==> src/rtl/tdt_dmi_rst_seq_pkg.sv <==
// Shared types and helpers for the debug/APB reset sequencer.
package tdt_dmi_rst_seq_pkg;

  typedef enum logic [1:0] {
    RST_HOLD = 2'd0,
    RST_REL  = 2'd1,
    RST_RUN  = 2'd2
  } rst_state_e;

  function automatic int cnt_w(int min_a, int gap);
    int m;
    m = (min_a > gap) ? min_a : gap;
    return $clog2(m + 1);
  endfunction

endpackage

==> src/rtl/tdt_dmi_rst_seq_if.sv <==
// Request, scan and sequenced-reset signals of the reset sequencer.
interface tdt_dmi_rst_seq_if #(
  parameter int NUM_CH = 3
);
  logic              async_rst_req_b;
  logic              sw_rst_req;
  logic              pad_yy_scan_mode;
  logic              pad_yy_scan_rst_b;
  logic [NUM_CH-1:0] sync_rst_b;
  logic              rst_seq_busy;
  logic              rst_done;

  modport master (
    output async_rst_req_b,
    output sw_rst_req,
    output pad_yy_scan_mode,
    output pad_yy_scan_rst_b,
    input  sync_rst_b,
    input  rst_seq_busy,
    input  rst_done
  );

  modport slave (
    input  async_rst_req_b,
    input  sw_rst_req,
    input  pad_yy_scan_mode,
    input  pad_yy_scan_rst_b,
    output sync_rst_b,
    output rst_seq_busy,
    output rst_done
  );
endinterface

==> src/rtl/tdt_dmi_rst_seq_sync_chain.sv <==
// Flop synchroniser for the asynchronous reset request, cleared to 0.
module tdt_rst_sync_chain #(
  parameter int DEPTH = 2
) (
  input  logic clk,
  input  logic rst,
  input  logic d,
  output logic q
);

  logic [DEPTH-1:0] q_q;

  always_ff @(posedge clk) begin
    if (rst) q_q <= '0;
    else     q_q <= {q_q[DEPTH-2:0], d};
  end

  assign q = q_q[DEPTH-1];

endmodule

==> src/rtl/tdt_dmi_rst_seq.sv <==
// Reset synchroniser and sequencer: hold, staggered release, scan bypass.
module tdt_dmi_rst_seq
  import tdt_dmi_rst_seq_pkg::*;
#(
  parameter int NUM_CH     = 3,
  parameter int SYNC_DEPTH = 2,
  parameter int MIN_ASSERT = 16,
  parameter int STAGE_GAP  = 4
) (
  input  logic                sys_apb_clk,
  input  logic                sys_apb_rst,
  tdt_dmi_rst_seq_if.slave    bus
);

  localparam int CNT_W = cnt_w(MIN_ASSERT, STAGE_GAP);
  localparam int IDX_W = (NUM_CH > 1) ? $clog2(NUM_CH) : 1;
  localparam logic [CNT_W-1:0] MA_T  = CNT_W'(MIN_ASSERT - 1);
  localparam logic [CNT_W-1:0] GAP_T = CNT_W'(STAGE_GAP - 1);
  localparam logic [IDX_W-1:0] LAST  = IDX_W'(NUM_CH - 1);

  rst_state_e        state_q, state_d;
  logic [CNT_W-1:0]  cnt_q, cnt_d;
  logic [IDX_W-1:0]  idx_q, idx_d;
  logic [NUM_CH-1:0] rst_q, rst_d;
  logic              done_q, done_d;
  logic              chain_out;
  logic              req;

  tdt_rst_sync_chain #(
    .DEPTH (SYNC_DEPTH)
  ) u_sync (
    .clk (sys_apb_clk),
    .rst (sys_apb_rst),
    .d   (bus.async_rst_req_b),
    .q   (chain_out)
  );

  assign req = ~chain_out | bus.sw_rst_req;

  always_ff @(posedge sys_apb_clk) begin
    if (sys_apb_rst) state_q <= RST_HOLD;
    else             state_q <= state_d;
  end

  always_comb begin
    state_d = state_q;
    case (state_q)
      RST_HOLD:
        if (!req && cnt_q == MA_T)
          state_d = (NUM_CH == 1) ? RST_RUN : RST_REL;
      RST_REL:
        if (req)
          state_d = RST_HOLD;
        else if (cnt_q == GAP_T && idx_q == LAST)
          state_d = RST_RUN;
      RST_RUN:
        if (req) state_d = RST_HOLD;
      default: state_d = RST_HOLD;
    endcase
  end

  always_comb begin
    cnt_d  = cnt_q;
    idx_d  = idx_q;
    rst_d  = rst_q;
    done_d = 1'b0;
    case (state_q)
      RST_HOLD: begin
        rst_d = '0;
        idx_d = '0;
        if (req) begin
          cnt_d = '0;
        end else if (cnt_q != MA_T) begin
          cnt_d = cnt_q + CNT_W'(1);
        end else begin
          rst_d[0] = 1'b1;
          cnt_d    = '0;
          idx_d    = IDX_W'(1);
          done_d   = (NUM_CH == 1);
        end
      end
      RST_REL: begin
        if (req) begin
          rst_d = '0;
          cnt_d = '0;
          idx_d = '0;
        end else if (cnt_q != GAP_T) begin
          cnt_d = cnt_q + CNT_W'(1);
        end else begin
          rst_d[idx_q] = 1'b1;
          cnt_d        = '0;
          // last channel: stay put, the FSM moves to RUN
          if (idx_q == LAST) done_d = 1'b1;
          else               idx_d  = idx_q + IDX_W'(1);
        end
      end
      RST_RUN: begin
        rst_d = '1;
        if (req) begin
          rst_d = '0;
          cnt_d = '0;
          idx_d = '0;
        end
      end
      default: begin
        rst_d = '0;
        cnt_d = '0;
        idx_d = '0;
      end
    endcase
  end

  always_ff @(posedge sys_apb_clk) begin
    if (sys_apb_rst) begin
      cnt_q  <= '0;
      idx_q  <= '0;
      rst_q  <= '0;
      done_q <= 1'b0;
    end else begin
      cnt_q  <= cnt_d;
      idx_q  <= idx_d;
      rst_q  <= rst_d;
      done_q <= done_d;
    end
  end

  assign bus.sync_rst_b = bus.pad_yy_scan_mode ?
                          {NUM_CH{bus.pad_yy_scan_rst_b}} : rst_q;
  assign bus.rst_seq_busy = (state_q != RST_RUN);
  assign bus.rst_done     = done_q;

endmodule

==> src/flat_wrapper.sv <==
// flat-port wrapper written by rule: the top's interface ports become plain ports
module tdt_dmi_rst_seq_flat import tdt_dmi_rst_seq_pkg::*;
#(
  parameter int NUM_CH     = 3,
  parameter int SYNC_DEPTH = 2,
  parameter int MIN_ASSERT = 16,
  parameter int STAGE_GAP  = 4
)
  (sys_apb_clk, sys_apb_rst, bus_async_rst_req_b, bus_sw_rst_req, bus_pad_yy_scan_mode, bus_pad_yy_scan_rst_b, bus_sync_rst_b, bus_rst_seq_busy, bus_rst_done);
  tdt_dmi_rst_seq_if #(.NUM_CH(NUM_CH)) bus_i ();
  input  logic sys_apb_clk;
  input  logic sys_apb_rst;
  input wire logic [$bits(bus_i.async_rst_req_b)-1:0] bus_async_rst_req_b;
  input wire logic [$bits(bus_i.sw_rst_req)-1:0] bus_sw_rst_req;
  input wire logic [$bits(bus_i.pad_yy_scan_mode)-1:0] bus_pad_yy_scan_mode;
  input wire logic [$bits(bus_i.pad_yy_scan_rst_b)-1:0] bus_pad_yy_scan_rst_b;
  output wire logic [$bits(bus_i.sync_rst_b)-1:0] bus_sync_rst_b;
  output wire logic [$bits(bus_i.rst_seq_busy)-1:0] bus_rst_seq_busy;
  output wire logic [$bits(bus_i.rst_done)-1:0] bus_rst_done;
  assign bus_i.async_rst_req_b = bus_async_rst_req_b;
  assign bus_i.sw_rst_req = bus_sw_rst_req;
  assign bus_i.pad_yy_scan_mode = bus_pad_yy_scan_mode;
  assign bus_i.pad_yy_scan_rst_b = bus_pad_yy_scan_rst_b;
  assign bus_sync_rst_b = bus_i.sync_rst_b;
  assign bus_rst_seq_busy = bus_i.rst_seq_busy;
  assign bus_rst_done = bus_i.rst_done;
  tdt_dmi_rst_seq #(.NUM_CH(NUM_CH), .SYNC_DEPTH(SYNC_DEPTH), .MIN_ASSERT(MIN_ASSERT), .STAGE_GAP(STAGE_GAP)) u_core (.sys_apb_clk(sys_apb_clk), .sys_apb_rst(sys_apb_rst), .bus(bus_i));
endmodule
==> config.mk <==
export PLATFORM = sky130hd
export DESIGN_NAME = tdt_dmi_rst_seq_flat
export DESIGN_NICKNAME = d
export VERILOG_FILES = /design/src/rtl/tdt_dmi_rst_seq_pkg.sv /design/src/rtl/tdt_dmi_rst_seq_if.sv /design/src/rtl/tdt_dmi_rst_seq_sync_chain.sv /design/src/rtl/tdt_dmi_rst_seq.sv /design/src/flat_wrapper.sv
export SDC_FILE = /design/constraint.sdc
export NUM_CORES = 1
export LEC_CHECK = 0
export CORE_ASPECT_RATIO = 1.75
export CORE_MARGIN = 2
export CORE_UTILIZATION = 34
export CTS_BUF_LIST = sky130_fd_sc_hd__clkbuf_8
export CTS_CLUSTER_DIAMETER = 50
export DETAILED_ROUTE_END_ITERATION = 8
export HOLD_SLACK_MARGIN = 0.12
export PLACE_DENSITY_LB_ADDON = 0.2
export SYNTH_ARGS = -nofsm -noshare
export SYNTH_HDL_FRONTEND = slang
export SYNTH_SLANG_ARGS = --single-unit
==> constraint.sdc <==
create_clock -name sys_apb_clk -period 1.6 [get_ports sys_apb_clk]
set_clock_uncertainty 0.15 [all_clocks]
set_input_delay 0.32 -clock sys_apb_clk [delete_from_list [all_inputs] [get_ports sys_apb_clk]]
set_output_delay 0.32 -clock sys_apb_clk [all_outputs]
set_load 0.005 [all_outputs]
# [Word level (Yosys, flattened, before mapping)]
# Cells that the tools add are included.
[op_classes] n_mux=27 n_addsub=2 magnitude_cmp=2 bitwise=4 eq_ne=13 n_reduce_logical=8
[op_table] op="$mux W5" n=5
[op_table] op="$mux W2" n=8
[op_table] op="$pmux W5 S3" n=1
[op_table] op="$mux W3" n=4
[op_table] op="$pmux W2 S3" n=2
[op_table] op="$pmux W3 S3" n=1
[op_table] op="$ne A3 B2 Y1 const B" n=2
[op_table] op="$reduce_and A3 Y1" n=2
[op_table] op="$add A5 B1 Y5 const B" n=1
[op_table] op="$eq A5 B2 Y1 const B" n=1
[op_table] op="$eq A5 B4 Y1 const B" n=1
[op_table] op="$mux W1" n=5
[op_table] op="$ne A5 B2 Y1 const B" n=1
[op_table] op="$ne A5 B4 Y1 const B" n=1
[op_table] op="$eq A2 B2 Y1 const B" n=2
[op_table] op="$ne A2 B1 Y1 const B" n=2
[op_table] op="$reduce_or A4 Y1" n=1
[op_table] op="$logic_and A1 B1 Y1" n=3
[op_table] op="$lt A2 B3 Y1 const B" n=1
[op_table] op="$ne A3 B1 Y1 const B" n=1
[op_table] op="$or A3 B3 Y3" n=1
[op_table] op="$add A2 B1 Y2 const B" n=1
[op_table] op="$demux W1 S2" n=1
[op_table] op="$eq A2 B1 Y1 const B" n=1
[op_table] op="other kinds (6)" n=7
[totals] regBits=15 wordCells=62 input_bits=6

# [Longest topological paths before layout]
# Gate-level depths: netlist of the first run.
[depth] word_depth=8 depth_mapped=6 mapped_depth_nobuf=6

# [Hierarchy]
# From an unflattened synthesis of the first run, not the netlist that was laid out.
[hier_totals] hier_cells=90 hier_area_um2=794.5
[by_module_without_submodules] mod="tdt_dmi_rst_seq" seq_area_each_um2=260.2 instances=1 cells_per_inst=86 area_each_um2=742.0
[by_module_without_submodules] mod="tdt_rst_sync_chain" seq_area_each_um2=40.0 instances=1 cells_per_inst=4 area_each_um2=52.6

# [Worst setup path before layout of the first run]
# OpenSTA, ideal clock, no wires.
[synth_timing] path_kind="reg-to-reg" from="register u_core.cnt_q[0]" to="register u_core.cnt_q[4]" arrival_time_ns=1.367 setup_time_ns=0.064 stages_incl_launch_ff=6 path_slack_ns=0.019 path_cell_list="dfxtp_1 ha_1 nand3_1 ha_1 o32a_1 nor2_1"
[synth_between] elab_chain_cells=4 elab_cells_between_ends=8
[synth_rtl] item="start: declaration" line="tdt_dmi_rst_seq.sv:22" text="logic [CNT_W-1:0] cnt_q, cnt_d;"
[synth_rtl] item="start signal: assignment" line="tdt_dmi_rst_seq.sv:120" text="cnt_q <= cnt_d;"
[synth_rtl] item="$add A5 B1 Y5, or another cell as far along" line="tdt_dmi_rst_seq.sv:74, tdt_dmi_rst_seq.sv:88"
[synth_rtl] item="$mux W5, on equally long branches" line="tdt_dmi_rst_seq.sv:87, tdt_dmi_rst_seq.sv:73"
[synth_rtl] item="$mux W5, on equally long branches" line="tdt_dmi_rst_seq.sv:83, tdt_dmi_rst_seq.sv:71"
[synth_rtl] item="$pmux W5 S3 (*)" line="tdt_dmi_rst_seq.sv:67" text="case (state_q)"
# Mark *: on every way between the ends. The rest lies on a longest branch, timed or not.
# A chain may end at the register's enable or synchronous reset.

# [Final worst setup path of the first run]
[layout_timing] from="register u_core.state_q[0]" to="output port bus_rst_seq_busy"
[layout_between] elab_chain_cells=1
[layout_rtl] item="start: declaration" line="tdt_dmi_rst_seq.sv:21" text="rst_state_e state_q, state_d;"
[layout_rtl] item="start signal: assignment" line="tdt_dmi_rst_seq.sv:42" text="else state_q <= state_d;"
[layout_rtl] item="$ne A2 B2 Y1" line="tdt_dmi_rst_seq.sv:129" text="assign bus.rst_seq_busy = (state_q != RST_RUN);"
[layout_rtl] item="end: declaration" line="flat_wrapper.sv:18" text="output wire logic [$bits(bus_i.rst_seq_busy)-1:0] bus_rst_seq_busy;"
# Every way passes these cells.

==> run_results.csv, run 1 <==
group,metric,value,unit
status,status,"completed",
detailed_routing,first_iter_violations,13,
detailed_routing,num_vias,819,
hold_path,hold-path-endpoint,"u_core.u_sync.q_q[1]",
timing,final.setup.tns,0,ns
synthesis,synth_seq_area_share,0.349,
worst_setup_path,r2r_start,"u_core.cnt_q[1]",
timing,worst_slew_pin_slew,0.402,ns
placement,io_buffers,10,
worst_setup_path,cp_top_family,"flip-flops",
clocking,clkLatencyLatePin,0.25,ns
power,p_total,0.000727,W
die,die_w,42.0,um
grt,grt_util_met3,0.0153,
synthesis,yosys.area.top_type,"dfxtp_1",
power,vdd_drop_max,0.000352,V
worst_setup_path,r2r_slack,0.07,ns
clocking,clockRootBuffer,"clkbuf_8",
worst_setup_path,max_stage_delay,0.33,ns
worst_setup_path,r2r-end,"u_core.idx_q[0]",
worst_setup_path,crit_arrival,1.07,ns
cells_and_area,syn2layout_area_growth,39.2,%
detailed_routing,avgViaCountPerCell,5.35,
synthesis,synth_nets,107,
synthesis,post_synth_num_cell_types,37,
hold_path,hold_depth,1,
die,die_h,70.6,um
clocking,cts.clk_slew.worst_paths,0.06,ns
synthesis,async_flop_share,0,
worst_setup_path,cp_data_required_time,1.13,ns
synthesis,netlist_area,861,um^2
grt,grt_use_total,0.157,
power,leakage,0.447,nW
clocking,cts_made_buffers,3,
synthesis,synth.area.top_cells,"dfxtp_1 35%, ha_1 7.3%, nand3_1 4.7%",
grt,grt.overflow.total,0,
timing,slew_viol_final,0,
synthesis,synth_top_area_frac,0.349,
clocking,numClockSinks,15,
clocking,cts_buffer_depth,2,
timing,hold_viol,0,
cells_and_area,drive_above_1_share,0.346,
synthesis,yosysMostFrequentCell,"dfxtp_1",
worst_setup_path,crit_fanout,2,
placement,dp_hpwl,1.61,mm
hold_path,hold_path_class,"reg -> reg",
worst_setup_path,slowest_stage,"dfxtp_2",
worst_setup_path,worst_setup_path_end_kind,"output pin",
placement,dpl-instance-area,1110,um^2
synthesis,syn_inst,96,
worst_setup_path,r2r_cells,5,
synthesis,yosys_most_used_dff,"dfxtp_1",
clocking,cts_tree,"done",
grt,grtUsageMet2,0.293,
cells_and_area,final_cell_area,1200,um^2
die,die-area,2970,um^2
die,fp.coreArea,2460,um^2
job,cap_violations,0,
cells_and_area,diodes,0,
grt,gr-usage-met1,0.167,
detailed_routing,drt_first_pass_iters,4,
synthesis,synthTopCellsByCount,"15 x dfxtp_1, 8 x inv_1, 8 x nand3_1, 6 x nand2b_1",
worst_setup_path,path_class,"reg -> out",
timing,fmax,0.650,GHz
grt,grt_busiest_layer,"met2",
grt,grt_pass1_vias,814,
die,rows,24,
synthesis,ys_ff_latch,15,
timing,fin_crit_sh,0.962,
clocking,htreeDepth,1,
cells_and_area,nets,139,
worst_setup_path,worst-path-stages,3,
worst_setup_path,cp_num_buf_inv,2,
synthesis,synth_enable_flop_cells,0,
clocking,cts_hold_buf,0,
die,start_util,0.350,
hold_path,hp-start,"u_core.u_sync.q_q[0]",
timing,slew_headroom,0.729,
timing,fin_crit,1.54,ns
detailed_routing,routed_wl,2.09,mm
synthesis,syn_area_per_cell,8.97,um^2
detailed_routing,drtAntennaViolNets,0,
grt,antenna_found_initial,0,
grt,grt_max_degree,12,
detailed_routing,routedWlPerCell,13.7,um
placement,gp_congestion,0.735,
die,io_pins,11,
worst_setup_path,path_cells,"and2b_2, inv_2, dlygate4sd2_1",
timing,rsz0062_at_grt,"false",
timing,setup_viol,0,
power,power_density,607,nW/um^2
detailed_routing,drc,0,
grt,grt_pass1_wl,3.58,mm
synthesis,yosysWarnings,0,
worst_setup_path,crit_path_start_kind,"register",
==> worst reg2reg max path, stage by stage, from the launching register on <==
cell and delay (ns):
dfxtp_2 0.34, ha_4 0.17, nor4b_4 0.12, buf_4 0.17
a311o_2 0.34, mux2i_1 0.12
==> cells in the final DEF, fill, tap and decap left out, types with 2 or more instances in the layout <==
cell / instances
nor3_1: 2
nand2b_1: 6
buf_2: 3
nor2_1: 2
mux2i_1: 3
nand2_1: 4
nor2b_1: 3
a211oi_1: 2
ha_4: 2
o21a_1: 2
dfxtp_1: 12
dfxtp_2: 3
a21oi_1: 4
clkbuf_8: 3
buf_4: 22
clkdlybuf4s50_1: 5
o21ai_1: 2
nand3_1: 7
ha_1: 2
dlygate4sd2_1: 2
o21ai_0: 3
inv_1: 9
==> flip-flops by register name (all words and copies together) (netlist names) <==
signal,cells
u_core.rst_q,3
u_core.bus.rst_done,1
u_core.cnt_q,5
u_core.idx_q,2
u_core.state_q,2
u_core.u_sync.q_q,2
==> stage by stage <==
step	std cells	worst slack, ns	hold WS [ns]	util
finish	153	0.0615	0.303	0.487
global route	153	0.000230	0.326	0.487
CTS	151	0.0179	0.309	0.472
detailed placement	147	-0.397	0.296	0.449
global placement	147	-0.352	0.290	0.449
floorplan	96	0.0195	0.242	-
==> area by class of cell <==
| class | count | area, um^2 |
|---|---|---|
| fillers | 246 | 1260 |
| inverters | 9 | 33.8 |
| well taps | 26 | 32.5 |
| repair buffers | 32 | 248 |
| multi-input cells | 67 | 536 |
| clock buffers | 3 | 41.3 |
| clock inverters | 1 | 3.75 |
| flip-flops and latches | 15 | 304 |
==> worst max-delay path by stage <==
stage,start,to,slack [ns]
2_1_floorplan,u_core.cnt_q[0],u_core.cnt_q[4],0.02
3_3_place_gp,bus_pad_yy_scan_mode,bus_sync_rst_b[1],-0.35
3_5_place_dp,bus_pad_yy_scan_mode,bus_sync_rst_b[1],-0.40
4_1_cts,u_core.cnt_q[0],u_core.idx_q[1],0.02
5_1_grt,bus_pad_yy_scan_rst_b,bus_sync_rst_b[1],0.0002
6_report,u_core.state_q[0],bus_rst_seq_busy,0.06
==> report_power, final <==
part / internal (W) / leakage (nW) / switching [W]
Combinational: 0.0000249 / 0.298 / 0.0000132
Clock: 0.000170 / 0.0269 / 0.000141
Sequential: 0.000376 / 0.123 / 0.00000133
==> cells by family (layout without fill, tap and decap cells) <==
logic type               count (synthesis)  count (layout)  synth area share
AND/OR/NAND/NOR                         35              35             0.259
XOR/XNOR                                 2               2            0.0204
flip-flops                              15              15             0.349
adder cells (fa/ha/maj)                  5               5            0.0727
AO/OA/AOI/OAI                           22              22             0.182
multiplexers                             3               3            0.0349
buffers and inverters                   14              45            0.0828
==> repair_timing <==
item                       CTS  global route
pin swaps                    1             3
resized for setup           21             6
cloned                       0             0
setup endpoints to repair   12            10
buffers inserted             0             2
==> per-layer routing <==
metal	routed length, um	part of all wire
met3	44	0.021
met1	780	0.37
met2	1210	0.58
met4	56	0.027
met5	0	0
Power figures use the tool's default switching activity.
==> inputs of run 2 (changes only) <==
--- a/config.mk
+++ b/config.mk
@@ -6,7 +6,7 @@
 export NUM_CORES = 1
 export LEC_CHECK = 0
 export CORE_ASPECT_RATIO = 1.75
-export CORE_MARGIN = 2
+export CORE_MARGIN = 5
 export CORE_UTILIZATION = 34
 export CTS_BUF_LIST = sky130_fd_sc_hd__clkbuf_8
 export CTS_CLUSTER_DIAMETER = 50
==> run 2 against run 1 <==
Clock power hardly changed. Non-clock buffer count is 1 higher. Sequential power hardly changed. Total power is 0.40% lower. Hold slack worse by 0.0015 ns. Routed wire length is 2.8% higher. Combinational power hardly changed. Core utilization stayed put. Die area is 24% higher. Via count is 3.4% lower. Largest power group unchanged.
==> run_results.csv, run 2 (synthesis results as in run 1) <==
group,metric,value,unit
status,status,"completed",
cells_and_area,seqCellArea,304,um^2
timing,slew_headroom,0.765,
detailed_routing,drt_first_pass_iters,4,
timing,fmax,0.648,GHz
die,die_h,76.6,um
timing,slew_viol_final,0,
clocking,clkLatencyLatePin,0.25,ns
cells_and_area,num-fill-cells,263,
grt,antenna_found_initial,0,
timing,fin_crit_sh,0.965,
clocking,cts_buffer_depth,2,
grt,grt_pass1_wl,3.46,mm
hold_path,hold_path_class,"reg -> reg",
cells_and_area,final_common_cell,"buf_4",
grt,grt_max_degree,12,
clocking,cts_tree,"done",
placement,io_buffers,10,
grt,grt.overflow.total,0,
timing,worst_slew_pin_slew,0.350,ns
die,die-area,3680,um^2
clocking,cts_made_buffers,3,
cells_and_area,most-common-layout-cells,"23 x buf_4, 12 x dfxtp_1, 9 x inv_1",
detailed_routing,routed_wl,2.15,mm
detailed_routing,drc,0,
placement,dp_cells,147,
die,fp.coreArea,2460,um^2
cells_and_area,largest_register_ffs,5,
worst_setup_path,path_class,"reg -> out",
timing,setup_viol,0,
cells_and_area,final_cells,154,
die,rows,24,
die,die_w,48.0,um
cells_and_area,diodes,0,
detailed_routing,num_vias,791,
placement,gp_congestion,0.743,
cells_and_area,multi_input_area,528,um^2
timing,hold_viol,0,
detailed_routing,drtAntennaViolNets,0,
clocking,clockRootBuffer,"clkbuf_8",
grt,grt_use_total,0.127,
cells_and_area,regMostFlops,"u_core.cnt_q",
die,io_pins,11,
placement,dp_hpwl,1.62,mm
detailed_routing,first_iter_violations,19,
power,power_density,604,nW/um^2
detailed_routing,routedWlPerCell,13.9,um
worst_setup_path,crit_fanout,2,
power,p_total,0.000724,W
worst_setup_path,crit_arrival,1.07,ns
power,vdd_drop_max,0.000415,V
cells_and_area,nets,140,
die,start_util,0.350,
worst_setup_path,crit_path_start_kind,"register",
job,cap_violations,0,
clocking,cts.clk_slew.worst_paths,0.06,ns
worst_setup_path,worst_setup_path_end_kind,"output pin",
timing,fin_crit,1.54,ns
worst_setup_path,cp_data_required_time,1.13,ns
cells_and_area,drive_above_1_share,0.336,
cells_and_area,syn2layout_area_growth,39.2,%
grt,grt_pass1_vias,794,
clocking,htreeDepth,1,
cells_and_area,reg.largest.list,"u_core.cnt_q x5, u_core.rst_q x3",
timing,rsz0062_at_grt,"true",
detailed_routing,avgViaCountPerCell,5.14,
power,leakage,0.447,nW
clocking,numClockSinks,15,
-- run 2: layout make-up --
| type | instances | share of cell area |
|---|---|---|
| repair buffers | 33 | 0.213 |
| flip-flops and latches | 15 | 0.254 |
| inverters | 9 | 0.0282 |
| clock inverters | 1 | 0.00313 |
| well taps | 26 | 0.0271 |
| multi-input cells | 67 | 0.441 |
| clock buffers | 3 | 0.0344 |
-- run 2: path summary, 6_finish.rpt --
kind                   startpoint                    to  slack [ns]  cells past startpoint
max             u_core.state_q[0]      bus_rst_seq_busy        0.06                      3
min reg2reg  u_core.u_sync.q_q[0]  u_core.u_sync.q_q[1]        0.30                      1
max reg2reg       u_core.cnt_q[1]       u_core.idx_q[0]        0.06                      5
min          u_core.u_sync.q_q[0]  u_core.u_sync.q_q[1]        0.30                      1
-- run 2: power breakdown --
group | switching, W | leakage [nW] | internal, W | total, W
Sequential | 0.00000135 | 0.123 | 0.000376 | 0.000378
Combinational | 0.0000134 | 0.298 | 0.0000249 | 0.0000382
Clock | 0.000138 | 0.0269 | 0.000170 | 0.000308
Total | 0.000153 | 0.447 | 0.000571 | 0.000724
-- run 2: what timing repair did --
action                     in CTS  in global routing
setup buffers                   1                  2
pin swaps                       1                  3
resized for setup              19                  4
setup endpoints to repair      12                  3
hold buffers                    0                  0
-- run 2: per-stage QoR --
| stage | utilization | cell area (um^2) | TNS, ns | setup WS, ns | hold WS [ns] |
|---|---|---|---|---|---|
| 4_1_cts | 0.471 | 1160 | 0 | 0.00384 | 0.309 |
| 2_1_floorplan | - | 861 | 0 | 0.0195 | 0.242 |
| 6_report | 0.487 | 1200 | 0 | 0.0558 | 0.302 |
| 3_3_place_gp | 0.449 | 1110 | -2.66 | -0.354 | 0.290 |
| 5_1_grt | 0.487 | 1200 | -0.00850 | -0.00850 | 0.322 |
| 3_5_place_dp | 0.449 | 1110 | -3.06 | -0.403 | 0.296 |
-- run 2: routing by layer --
layer | vias to the layer above | GRT usage | part of all wire
met5 | - | 0 | 0
met4 | 0 | 0.0566 | 0.011
met3 | 2 | 0.0213 | 0.018
met2 | 6 | 0.223 | 0.55
met1 | 377 | 0.136 | 0.42
li1 | 406 | - | -
-- run 2: critical path, cell delays in order, from the launching register on --
cell and delay, ns:
dfxtp_2 0.33, and2b_2 0.22, inv_2 0.05, dlygate4sd2_1 0.22
==> inputs of run 3 (changes only) <==
==> constraint.sdc (replaced) <==
create_clock -name sys_apb_clk -period 1.6 [get_ports sys_apb_clk]
set_clock_uncertainty 0.15 [all_clocks]
set_input_delay 0.32 -clock sys_apb_clk [delete_from_list [all_inputs] [get_ports sys_apb_clk]]
set_output_delay 0.32 -clock sys_apb_clk [all_outputs]
set_load 0.1 [all_outputs]
==> run 3 against run 2 <==
Hold slack improved by 0.013 ns. Combinational power grew 150%. Critical path depth unchanged. Sequential share of layout area shrank 1.8 points. Non-clock buffer count decreased by 2. Flip-flop and latch count unchanged. Routed wire length rose by 1.8%. Count of clock-buffer cells in the layout stayed put. Setup slack worse by 0.042 ns.
==> run_results.csv, run 3 (synthesis results as in run 1) <==
group,metric,value,unit
cells_and_area,largest_register_ffs,5,
timing,setup_viol,0,
timing,worst_slew_pin_slew,0.291,ns
detailed_routing,routed_wl,2.19,mm
clocking,htreeDepth,1,
die,io_pins,11,
detailed_routing,avgViaCountPerCell,5.43,
worst_setup_path,r2r_slack,0.05,ns
worst_setup_path,r2r_start,"u_core.cnt_q[1]",
placement,dp_cells,146,
cells_and_area,num-fill-cells,244,
timing,fmax,0.630,GHz
placement,io_buffers,10,
status,status,"completed",
timing,hold_viol,0,
grt,grt_pass1_wl,3.51,mm
clocking,clkLatencyLatePin,0.25,ns
power,power_density,589,nW/um^2
timing,fin_crit_sh,0.992,
die,rows,24,
worst_setup_path,path_cells,"and2b_2, inv_4, buf_12",
cells_and_area,syn2layout_area_growth,51.9,%
clocking,cts_buffer_depth,2,
clocking,cts.clk_slew.worst_paths,0.06,ns
hold_path,hold_path_class,"reg -> reg",
detailed_routing,num_vias,825,
detailed_routing,routedWlPerCell,14.4,um
cells_and_area,multi_input_area,577,um^2
die,fp.coreArea,2460,um^2
hold_path,hold_depth,1,
clocking,cts_tree,"done",
grt,grt.overflow.total,0,
timing,slew_viol_final,0,
timing,hold_ws,0.315,ns
worst_setup_path,max_stage_delay,0.37,ns
worst_setup_path,crit_fanout,4,
cells_and_area,diodes,0,
placement,pre_cts_ws,-0.267,ns
die,die_h,76.6,um
power,p_total,0.000770,W
timing,worst_slack,0.0133,ns
detailed_routing,drtAntennaViolNets,0,
timing,rsz0062_at_grt,"true",
cells_and_area,final_cells,152,
hold_path,hp-start,"u_core.u_sync.q_q[0]",
worst_setup_path,slowest_stage,"dfxtp_4",
worst_setup_path,r2r_cells,5,
worst_setup_path,path_class,"reg -> out",
timing,fin_crit,1.59,ns
clocking,cts_hold_buf,0,
cells_and_area,nets,138,
detailed_routing,drc,0,
cells_and_area,drive_above_1_share,0.381,
grt,grt_max_degree,10,
cells_and_area,seqCellArea,308,um^2
clocking,clockRootBuffer,"clkbuf_8",
worst_setup_path,cp_data_required_time,1.13,ns
detailed_routing,first_iter_violations,23,
grt,grt_use_total,0.130,
power,vdd_drop_max,0.000584,V
power,leakage,0.479,nW
die,die_w,48.0,um
placement,dp_hpwl,1.78,mm
grt,antenna_found_initial,0,
hold_path,hold-path-endpoint,"u_core.u_sync.q_q[1]",
job,cap_violations,0,
worst_setup_path,r2r-end,"u_core.idx_q[0]",
worst_setup_path,crit_arrival,1.12,ns
worst_setup_path,worst_setup_path_end_kind,"output pin",
worst_setup_path,crit_path_start_kind,"register",
timing,slew_headroom,0.804,
clocking,numClockSinks,15,
cells_and_area,final_common_cell,"buf_4",
cells_and_area,reg.largest.list,"u_core.cnt_q x5, u_core.rst_q x3",
grt,grt_pass1_vias,835,
clocking,cts_made_buffers,3,
die,die-area,3680,um^2
cells_and_area,final_util,0.531,
cells_and_area,regMostFlops,"u_core.cnt_q",
cells_and_area,most-common-layout-cells,"20 x buf_4, 11 x dfxtp_1, 9 x inv_1",
placement,gp_congestion,0.777,
die,start_util,0.350,
detailed_routing,drt_first_pass_iters,4,
[run 3: cell count changes in the layout (fill, tap and decap cells not counted), sizes merged]
cell | before | now
clkdlybuf4s50 | 5 | 3
[run 3: report_power, final]
group          internal (W)  switching (W)  leakage, nW
Clock              0.000170       0.000130       0.0269
Combinational     0.0000420      0.0000516        0.329
Sequential         0.000375     0.00000150        0.124
Total              0.000587       0.000183        0.479
[run 3: timing repair]
action                                  in CTS  in global routing
pin swaps                                    2                  1
cloned                                       0                  0
hold endpoints to repair                     0                  0
gates resized for setup                     12                  5
buffers inserted                             0                  2
endpoints found under the setup margin       8                  4
[run 3: how the worst max path moves through the flow]
stage | cells after the start | to | from | slack (ns)
after CTS | 3 | bus_rst_seq_busy | u_core.state_q[0] | -0.003
after floorplan | 5 | u_core.cnt_q[4] | u_core.cnt_q[0] | 0.02
after detailed placement | 4 | u_core.cnt_q[0] | bus_sw_rst_req | -0.27
after global routing | 3 | bus_rst_seq_busy | u_core.state_q[0] | -0.01
final | 3 | bus_rst_seq_busy | u_core.state_q[0] | 0.01
after global placement | 5 | u_core.idx_q[0] | bus_sw_rst_req | -0.25
[run 3: final cells by class]
type / count / share of cell area
clock buffer: 3 / 0.0316
clock inverter: 1 / 0.00287
multi-input combinational: 67 / 0.441
sequential: 15 / 0.235
timing repair buffer: 31 / 0.236
inverter: 9 / 0.0278
tap: 26 / 0.0249
[run 3: per-stage QoR]
stage | TNS, ns | area, um^2
after floorplan | 0 | 897
after global placement | -1.80 | 1180
after detailed placement | -2.22 | 1180
after CTS | -0.00344 | 1250
after global routing | -0.0128 | 1310
final | 0 | 1310
[run 3: per-layer routing]
metal,vias to the layer above,global-route usage,wire (um)
met5,-,0,0
met4,0,0.0836,69
met3,6,0.0213,87
met2,24,0.223,1240
met1,393,0.132,790
li1,402,-,-
[run 3: worst max-delay path: cells and delay by family, from the launching register on]
kind	cells	cell delay [ns]
buffers and inverters	2	0.25
flip-flops	1	0.37
AND/OR/NAND/NOR	1	0.24
